<file path="config.mk">
export PLATFORM = sky130hd
export DESIGN_NAME = rho_slice_buffer
export DESIGN_NICKNAME = d
export VERILOG_FILES = /design/src/rtl/keccak_pkg.sv /design/src/rtl/rho_bit_select.sv /design/src/rtl/rho_slice_buffer.sv
export SDC_FILE = /design/constraint.sdc
export NUM_CORES = 2
export LEC_CHECK = 0
export CORE_AREA = 2 2 297 417
export DETAILED_ROUTE_END_ITERATION = 8
export DIE_AREA = 0 0 299 419
export HOLD_SLACK_MARGIN = 0.08
export MAX_ROUTING_LAYER = met4
export PLACE_DENSITY = 0.7
export SLEW_MARGIN = 0
export SYNTH_ARGS = -nofsm -noshare
export SYNTH_HDL_FRONTEND = slang
export SYNTH_SLANG_ARGS = --single-unit
export TNS_END_PERCENT = 1
</file>
<file path="constraint.sdc">
create_clock -name clk -period 4.4 [get_ports clk]
set_input_delay 1.1 -clock clk [delete_from_list [all_inputs] [get_ports clk]]
set_output_delay 1.1 -clock clk [all_outputs]
set_load 0.005 [all_outputs]
</file>
<file path="src/rtl/keccak_pkg.sv">
// Shared constants, types and helpers for the Keccak-f[1600] slice pipeline.
// Slice bit i carries lane x = i % 5, y = i / 5.
package keccak_pkg;

  localparam int unsigned SLICE_W = 25;
  localparam int unsigned DEPTH   = 64;
  localparam int unsigned IDX_W   = $clog2(DEPTH);

  // Rho rotation amount for each lane, indexed by slice bit position.
  localparam int unsigned RHO_OFFS [SLICE_W] = '{
     0,  1, 62, 28, 27,
    36, 44,  6, 55, 20,
     3, 10, 43, 25, 39,
    41, 45, 15, 21,  8,
    18,  2, 61, 56, 14
  };

  typedef enum logic {
    ST_FILL  = 1'b0,
    ST_DRAIN = 1'b1
  } rho_state_e;

  function automatic int unsigned lane_x(input int unsigned i);
    return i % 5;
  endfunction

  function automatic int unsigned lane_y(input int unsigned i);
    return i / 5;
  endfunction

endpackage

</file>
<file path="src/rtl/rho_bit_select.sv">
// One output bit of the rho stage: picks bit (rz - OFFS) mod DEPTH out of
// one lane column, i.e. a left rotation of that lane by OFFS toward higher z.
module rho_bit_select
  import keccak_pkg::*;
#(
  parameter int unsigned OFFS = 0
) (
  input  logic [DEPTH-1:0] col_i,
  input  logic [IDX_W-1:0] rz_i,
  output logic             bit_o
);

  localparam logic [IDX_W-1:0] OFFS_W = IDX_W'(OFFS % DEPTH);

  logic [IDX_W-1:0] src_z;

  // Modular subtraction wraps naturally in IDX_W bits.
  assign src_z = rz_i - OFFS_W;
  assign bit_o = col_i[src_z];

endmodule

</file>
<file path="src/rtl/rho_slice_buffer.sv">
// Rho slice buffer: collects a full Keccak state slice by slice (FILL), then
// replays it with the rho lane rotations applied (DRAIN).
// Optional macro RHO_PARITY_CHECK_EN adds an XOR fold of input vs output
// slices with a sticky par_err flag; without it par_err is tied low.
//
// Handshake: a transfer happens on a rising edge where valid && ready.
// in_ready is high only in FILL and out_valid only in DRAIN, so the two
// channels never transfer in the same cycle. out_slice is held stable while
// out_valid && !out_ready. The FSM state is visible on busy (DRAIN).
module rho_slice_buffer
  import keccak_pkg::*;
(
  input  logic               clk,
  input  logic               rst,
  input  logic               in_valid,
  output logic               in_ready,
  input  logic [SLICE_W-1:0] in_slice,
  output logic               out_valid,
  input  logic               out_ready,
  output logic [SLICE_W-1:0] out_slice,
  output logic               busy,
  output logic               par_err
);

  localparam logic [IDX_W-1:0] LAST_Z = IDX_W'(DEPTH - 1);

  rho_state_e       state_q, state_d;
  logic [IDX_W-1:0] wz_q, wz_d;
  logic [IDX_W-1:0] rz_q, rz_d;
  logic             in_hs;
  logic             out_hs;

  logic [SLICE_W-1:0] mem_q [DEPTH];
  logic [DEPTH-1:0]   cols  [SLICE_W];

  assign in_hs  = in_valid && in_ready;
  assign out_hs = out_valid && out_ready;
  assign busy   = (state_q == ST_DRAIN);

  // Next-state and handshake outputs of the FILL/DRAIN controller.
  always_comb begin
    state_d   = state_q;
    in_ready  = 1'b0;
    out_valid = 1'b0;
    case (state_q)
      ST_FILL: begin
        in_ready = 1'b1;
        if (in_valid && (wz_q == LAST_Z)) state_d = ST_DRAIN;
      end
      ST_DRAIN: begin
        out_valid = 1'b1;
        if (out_ready && (rz_q == LAST_Z)) state_d = ST_FILL;
      end
      default: state_d = ST_FILL;
    endcase
  end

  // Write/read index updates; each index is cleared when its phase begins.
  always_comb begin
    wz_d = wz_q;
    rz_d = rz_q;
    if (in_hs) begin
      wz_d = wz_q + 1'b1;
      if (wz_q == LAST_Z) rz_d = '0;
    end
    if (out_hs) begin
      rz_d = rz_q + 1'b1;
      if (rz_q == LAST_Z) wz_d = '0;
    end
  end

  // Controller state and indices; reset discards any partial state.
  always_ff @(posedge clk or negedge rst) begin
    if (!rst) begin
      state_q <= ST_FILL;
      wz_q    <= '0;
      rz_q    <= '0;
    end else begin
      state_q <= state_d;
      wz_q    <= wz_d;
      rz_q    <= rz_d;
    end
  end

  // Slice storage; deliberately not reset.
  always_ff @(posedge clk) begin
    if (in_hs) mem_q[wz_q] <= in_slice;
  end

  // Regroup storage into one 64-bit column per lane for the rotation muxes.
  always_comb begin
    for (int i = 0; i < SLICE_W; i++) begin
      cols[i] = '0;
      for (int z = 0; z < DEPTH; z++) begin
        cols[i][z] = mem_q[z][i];
      end
    end
  end

  for (genvar gi = 0; gi < SLICE_W; gi++) begin : g_lane
    rho_bit_select #(
      .OFFS (RHO_OFFS[gi])
    ) u_sel (
      .col_i (cols[gi]),
      .rz_i  (rz_q),
      .bit_o (out_slice[gi])
    );
  end

`ifdef RHO_PARITY_CHECK_EN
  logic [SLICE_W-1:0] in_par_q,  in_par_d;
  logic [SLICE_W-1:0] out_par_q, out_par_d;
  logic               par_err_q, par_err_d;

  // Fold accepted and emitted slices; compare once the state is fully out.
  always_comb begin
    in_par_d  = in_par_q;
    out_par_d = out_par_q;
    par_err_d = par_err_q;
    if (in_hs) in_par_d = in_par_q ^ in_slice;
    if (out_hs) begin
      out_par_d = out_par_q ^ out_slice;
      if (rz_q == LAST_Z) begin
        if (in_par_q != (out_par_q ^ out_slice)) par_err_d = 1'b1;
        in_par_d  = '0;
        out_par_d = '0;
      end
    end
  end

  // Parity accumulators and sticky error flag.
  always_ff @(posedge clk or negedge rst) begin
    if (!rst) begin
      in_par_q  <= '0;
      out_par_q <= '0;
      par_err_q <= 1'b0;
    end else begin
      in_par_q  <= in_par_d;
      out_par_q <= out_par_d;
      par_err_q <= par_err_d;
    end
  end

  assign par_err = par_err_q;
`else
  assign par_err = 1'b0;
`endif

endmodule

</file>
**After elaboration in Yosys (flattened, before gate mapping)**

Memory sizes are Yosys's and may differ from the RTL's.
Index checks and enable logic that the tools add are counted.

- Div/mod/pow operators: 0
- Reductions and logical operators: 7
- Add/subtract/negate cells: 26
- Multipliers: 0
- Multiplexer cells: 63
- Equality and inequality tests: 2
- Shift operators: 0
- Bitwise logic cells: 1
- Magnitude comparators: 25

Operator list:

| operator | number |
|---|---|
| $lt 6x7->1 const B | 25 |
| $bmux 1 s6 | 25 |
| $sub 6x6->6 const B | 10 |
| $mux 6 | 6 |
| $sub 6x5->6 const B | 6 |
| $mux 1 | 31 |
| $sub 6x4->6 const B | 4 |
| $add 6x1->6 const B | 2 |
| $eq 6x6->1 const B | 2 |
| $sub 6x2->6 const B | 2 |
| $sub 6x1->6 const B | 1 |
| $sub 6x3->6 const B | 1 |
| $logic_and 1x1->1 | 4 |
| $reduce_bool 2->1 | 2 |
| $pmux 1 s2 | 1 |
| $reduce_and 2->1 | 1 |
| $not 1->1 | 1 |

- Bits in read-only memories: 0
- Latch bits: 0
- Word-level logic and storage cells: 128
- RAM bits: 1600
- Bits of input ports: 29
- Memories kept: 1
- Flip-flop bits (word level): 13

Memories:

| memory | depth | bits a word | read ports | clocked after Yosys merged registers in | wr ports | RTL line | RTL |
|---|---|---|---|---|---|---|---|
| mem_q | 64 | 25 | 64 | 0 | 1 | rho_slice_buffer.sv:33 | `logic [SLICE_W-1:0] mem_q [DEPTH];` |

**Logic depth before layout (Yosys ltp)**

- Word-level depth: 5
- Gate-level depth with buffers: 16

**By module**

Synthesis repeated with hierarchy kept, for this count alone.

- Cells, all modules: 3501
- Area total of the unflattened synthesis: 67232.0 um^2

Modules (own cells, without submodules):

| module | area an instance (um^2) | instances | cells an instance | seq. area each (um^2) |
|---|---|---|---|---|
| rho_slice_buffer | 49259.7 | 1 | 1767 | 48371.4 |
| rho_bit_select (g_lane[18].u_sel) | 1103.6 | 1 | 135 | 0.0 |
| rho_bit_select (g_lane[15].u_sel) | 818.3 | 1 | 71 | 0.0 |
| rho_bit_select (g_lane[12].u_sel) | 814.5 | 1 | 82 | 0.0 |
| rho_bit_select (g_lane[10].u_sel) | 790.8 | 1 | 110 | 0.0 |
| rho_bit_select (g_lane[1].u_sel) | 783.3 | 1 | 113 | 0.0 |
| rho_bit_select (g_lane[16].u_sel) | 774.5 | 1 | 108 | 0.0 |
| rho_bit_select (g_lane[17].u_sel) | 757.0 | 1 | 67 | 0.0 |
| rho_bit_select (g_lane[4].u_sel) | 753.2 | 1 | 62 | 0.0 |
| rho_bit_select (g_lane[20].u_sel) | 749.5 | 1 | 93 | 0.0 |
| rho_bit_select (g_lane[6].u_sel) | 735.7 | 1 | 63 | 0.0 |
| rho_bit_select (g_lane[14].u_sel) | 723.2 | 1 | 63 | 0.0 |
| rho_bit_select (g_lane[13].u_sel) | 708.2 | 1 | 59 | 0.0 |
| rho_bit_select (g_lane[8].u_sel) | 696.9 | 1 | 64 | 0.0 |
| 12 more rows | - | - | - | - |

**Worst setup path before layout**

No wires, ideal clock.

- Kind: in2reg
- From: input port in_valid
- To: memory mem_q[40][0] (enable)
- Arrival time: 4368 ps
- Slack: -439 ps
- Required time: 3930 ps
- Cell stages on the path: 4
- Path buffers: 1
- Path through: nor2b_1 clkbuf_1 nand3_1 nor4_1

- Cells in the longest elaborated chain, start to end: 3

RTL lines:

| element | RTL line | RTL |
|---|---|---|
| start, declared | rho_slice_buffer.sv:15 | `input logic in_valid,` |
| $logic_and 1x1->1 | rho_slice_buffer.sv:36 | `assign in_hs = in_valid && in_ready;` |
| $mux 1 | rho_slice_buffer.sv:87 | `if (in_hs) mem_q[wz_q] <= in_slice;` |
| $mux 1 (implied by the code) | rho_slice_buffer.sv:87 |  |
| end, declared | rho_slice_buffer.sv:33 |  |

No other way between the ends.

**Worst setup path after layout**

- From: register rz_q[1]
- To: output port out_slice[8]

- Cells in the longest elaborated chain, start to end: 3

RTL lines:

| element | RTL line | RTL |
|---|---|---|
| start, declared | rho_slice_buffer.sv:29 | `logic [IDX_W-1:0] rz_q, rz_d;` |
| start signal, assigned | rho_slice_buffer.sv:81 | `rz_q <= rz_d;` |
| $sub 6x6->6 | rho_bit_select.sv:18 | `assign src_z = rz_i - OFFS_W;` |
| $bmux 1 s6 | rho_bit_select.sv:19 | `assign bit_o = col_i[src_z];` |
| $mux 1 (implied by the code) | rho_bit_select.sv:19 |  |
| end, declared | rho_slice_buffer.sv:20 | `output logic [SLICE_W-1:0] out_slice,` |

No other way between the ends. The select of a mux whose other input is x is not followed.

==> summary by stage <==
Run status
The run finished, with violations left. The final reports fail on negative setup slack.

Logic synthesis
The number of enable flip-flop cells after synthesis is 1600. By count the netlist is led by sky130_fd_sc_hd__edfxtp_1 (1600), sky130_fd_sc_hd__mux4_2 (486), sky130_fd_sc_hd__nor2_1 (72). Synthesis inferred 1613 register bits.

Synthesis produced 2669 cells. The async set-reset flop share out of synthesis is 0.806%. The share of Yosys cell area claimed by the top area cell type is 76.5%. The average cell area after synthesis is 23.5 um2.

Synthesis instantiated 45 different standard cells from the library. By instance count, the leading cell after synthesis is sky130_fd_sc_hd__edfxtp_1. The post-synthesis cell type with the largest combined area is sky130_fd_sc_hd__edfxtp_1. Synthesis produced a netlist with a net count of 2717. The share of the Yosys chip area taken by registers is 77.0%. The cell area that synthesis handed to floorplanning was 62800 um2. By area the synthesized netlist is led by sky130_fd_sc_hd__edfxtp_1 (77%), sky130_fd_sc_hd__mux4_2 (17%), sky130_fd_sc_hd__dfrtp_1 (0.52%). The most used flip-flop cell after synthesis is sky130_fd_sc_hd__edfxtp_1. For this run, the number of Yosys warnings is 0.

Critical path
The setup check on the worst reg-to-reg path leaves a slack of 1520 ps. The maximum fanout encountered on the critical timing path is 7. The endpoint type of the worst setup path is an output pin. The category of cells accounting for the largest share of critical-path delay is buffers and inverters. The capturing point of the worst reg2reg path is mem_q[4][18]. The standard cell with the maximum stage delay on the critical path is sky130_fd_sc_hd__mux4_2.

The critical path data required time is 3300 ps. The class of the most critical setup path is reg -> out. The critical path goes through clkinvlp_4, ha_4, buf_8, buf_12, buf_12, buf_16, mux4_2, mux4_2, nor2b_4, a211oi_2, a21oi_2, buf_2. Tracing the worst setup path back leads to its startpoint at rz_q[1].

The startpoint class of the critical path is a flop. Measured in cells, the most critical reg-to-reg path has a length of 5. The arrival time at the worst endpoint is 3640 ps. The startpoint of the most critical register-to-register path is busy. The critical path contains buffers and inverters numbering 6 combined.

The delay of the slowest cell on the worst path is 480 ps.

Flow run
The count of max-cap constraint violations is 0.

Power
The worst voltage drop across the vdd grid is 486 uV. The static leakage power is 23.3 nW. The power per cell area is 567 nW/um2.

Clock tree
The clock tree from TritonCTS is done. At the later pin of the worst-skew pair, clock insertion delay measures 790 ps. The cts-stage hold buffer count is 0.

The clock tree synthesis step divided the H-tree into 4 levels. The clock slew at the register clock pins of the worst setup and hold paths is 70 ps. Clock tree synthesis inserted a total of 141 buffers. The clock net in this run drives a total of 1613 sinks. The root buffer cell is sky130_fd_sc_hd__clkbuf_16.

The buffer levels on the longest clock path is 3.

Timing
The worst-margin pin slew is 1210 ps. The final worst hold slack is 736 ps. Setup violations remaining at the end of the flow were counted as 25. The post-route minimum period is 4740 ps. The final clock period utilization by the worst path is 108%. In this run the tightest slew margin relative to its limit is 18.8%.

Setup slack on the critical path of the routed design comes to -344 ps. The final-report hold violation count is 0. The aggregate negative setup slack is -5100 ps. Setup repair after global routing could not meet its margin everywhere.

Static timing analysis puts the maximum clock frequency at 211 MHz. Between clock sinks in the finished design, the worst skew comes to 22.8 ps. The final-report max-slew violation count is 0.

Route
After detailed routing, the number of vias per cell comes to 6.62. The first detailed-routing pass ran for 5 iterations. The number of vias in the routed layout is 31400. In this run, the number of DRC markers left after iteration 0 of detailed routing was 4405.

After detailed routing, the number of remaining DRC violations is 0. The wire length reported by the detailed router is 175000 um. The detail-routed net length per standard cell is 36.9 um. The final antenna-violating net count is 0.

Cells and area
The number of standard cells in the final layout excluding fillers is 4739. The filler cells instantiated in the layout total 8137. After the last flow step, the layout net total stands at 3060.

The total non-filler cell area in the finished layout is 73900 um2. The post-route netlist has 38.1% of its cells at a drive strength greater than 1. From synthesis to final layout, the design area changed by 17.6%.

Placed design
The weighted congestion reported at the end of routability-driven placement is 0.910. The count of buffers added on input and output ports is 56. The placed cell area is 67300 um2. Once placement completed, the tool counted placed cells totaling 4394. The estimated wirelength of the detail-placed design is 102000 um.

Worst hold path
The start point of the worst min-delay path is wz_q[4]. The worst hold endpoint is wz_q[4]. The worst hold path class is reg -> reg.

The number of cells on the worst hold path is 2.

GRT
The leftover overflow at the end of global routing is 0. The number of global-route vias before repair is 31700. The first global-routing pass estimated 245000 um of wire. The number of antenna violations at the first check in global routing is 5. Entering global routing, the biggest net connects 69 pins. Global routing used 29.5% of the available tracks across all layers.

Floorplan
The number of standard-cell rows in the floorplan is 152. For this configuration, the core starts out at a cell density of 51.6%. The die area is 125000 um2. 58 I/O pins were placed. The horizontal die dimension is 299 um. After floorplanning, the core was sized to cover 122000 um2. The die is 419 um tall.
[routing by layer]
metal / GRT usage, % / vias to the layer above / wire length, um
li1: - / 12000 / -
met1: 36.6 / 16800 / 60300
met2: 46.7 / 2111 / 87000
met3: 5.00 / 476 / 16700
met4: 16.3 / 0 / 11100
met5: - / - / 0
[report_power, final]
part | leakage (nW) | internal, W | switching [W] | total [W]
registers | 14.5 | 0.0169 | 0.0000353 | 0.0169
logic | 6.56 | 0.00633 | 0.00645 | 0.0128
clock network | 2.18 | 0.00662 | 0.00552 | 0.0121
total | 23.3 | 0.0299 | 0.0120 | 0.0419
[cells in the final DEF (no fill, tap or decap), types with 6 or more instances in the layout]
cell,count
sky130_fd_sc_hd__a211oi_2,21
sky130_fd_sc_hd__a21oi_1,23
sky130_fd_sc_hd__a21oi_2,11
sky130_fd_sc_hd__a31oi_1,9
sky130_fd_sc_hd__buf_12,59
sky130_fd_sc_hd__buf_16,34
sky130_fd_sc_hd__buf_2,41
sky130_fd_sc_hd__buf_4,177
sky130_fd_sc_hd__buf_6,17
sky130_fd_sc_hd__buf_8,6
sky130_fd_sc_hd__bufbuf_16,12
sky130_fd_sc_hd__bufinv_16,10
sky130_fd_sc_hd__clkbuf_1,29
sky130_fd_sc_hd__clkbuf_16,143
sky130_fd_sc_hd__clkdlybuf4s50_1,8
sky130_fd_sc_hd__clkinv_1,21
sky130_fd_sc_hd__clkinv_2,26
sky130_fd_sc_hd__dfrtp_1,9
sky130_fd_sc_hd__edfxtp_1,1600
sky130_fd_sc_hd__ha_1,16
sky130_fd_sc_hd__inv_6,6
sky130_fd_sc_hd__mux2i_1,21
sky130_fd_sc_hd__mux4_2,490
sky130_fd_sc_hd__nand2_1,54
sky130_fd_sc_hd__nand3_1,15
sky130_fd_sc_hd__nor2_1,11
sky130_fd_sc_hd__nor2_4,60
sky130_fd_sc_hd__nor2b_1,18
sky130_fd_sc_hd__o21ai_0,12
sky130_fd_sc_hd__xnor2_1,27
sky130_fd_sc_hd__xnor2_2,6
sky130_fd_sc_hd__xor2_1,13
[layout make-up]
cell class	instances	area, um2	share of cell area, %
Antenna cell	4	10.0	0.0136
Clock buffer	172	3690	4.99
Clock inverter	77	757	1.02
Inverter	11	45.0	0.0610
Multi-Input combinational cell	884	14500	19.6
Sequential cell	1613	48400	65.5
Tap cell	1617	2020	2.74
Timing Repair Buffer	361	4460	6.03
[worst max path at each step]
| stage | to | slack [ps] | cells past startpoint |
|---|---|---|---|
| after floorplan | out_slice[13] | -310 | 14 |
| after global placement | out_slice[10] | -80 | 8 |
| after detailed placement | out_slice[10] | -80 | 8 |
| after CTS | out_slice[8] | -340 | 11 |
| after global routing | out_slice[8] | -430 | 12 |
| final | out_slice[8] | -340 | 12 |
[logic make-up (layout without fill, tap and decap cells)]
family | count (synthesis) | after routing | synth area share [%]
other | 1 | 5 | 0.00597
XOR/XNOR | 52 | 52 | 0.725
buffers and inverters | 172 | 621 | 1.38
flip-flops | 1613 | 1613 | 77.0
adder cells (fa/ha/maj) | 19 | 19 | 0.379
multiplexers | 521 | 521 | 18.1
AO/OA/AOI/OAI | 96 | 96 | 0.945
AND/OR/NAND/NOR | 195 | 195 | 1.43
[worst min-delay path: stages (launching register included)]
cell and delay [ps]:
sky130_fd_sc_hd__dfrtp_1 510, sky130_fd_sc_hd__xor2_1 110, sky130_fd_sc_hd__nor2_1 70
[sequential cells by signal, summed over array words and instances (netlist names)]
signal / count
wz_q: 6
busy: 1
mem_q: 1600
rz_q: 6
[repair_timing]
action	in CTS	in global routing
pin swaps	21	10
cloned	28	0
setup endpoints to repair	25	25
resized for setup	229	17
hold endpoints to repair	0	0
buffers inserted	64	0
[per-stage QoR]
| step | util [%] | worst slack [ps] | total power, W |
|---|---|---|---|
| after floorplan | - | -306 | 0.0239 |
| after global placement | 55.3 | -77.4 | 0.0280 |
| after detailed placement | 55.3 | -80.3 | 0.0281 |
| after CTS | 60.7 | -341 | 0.0420 |
| after global routing | 60.7 | -431 | 0.0430 |
| final | 60.7 | -344 | 0.0419 |
Note: power is estimated with default switching activity, not from simulation.
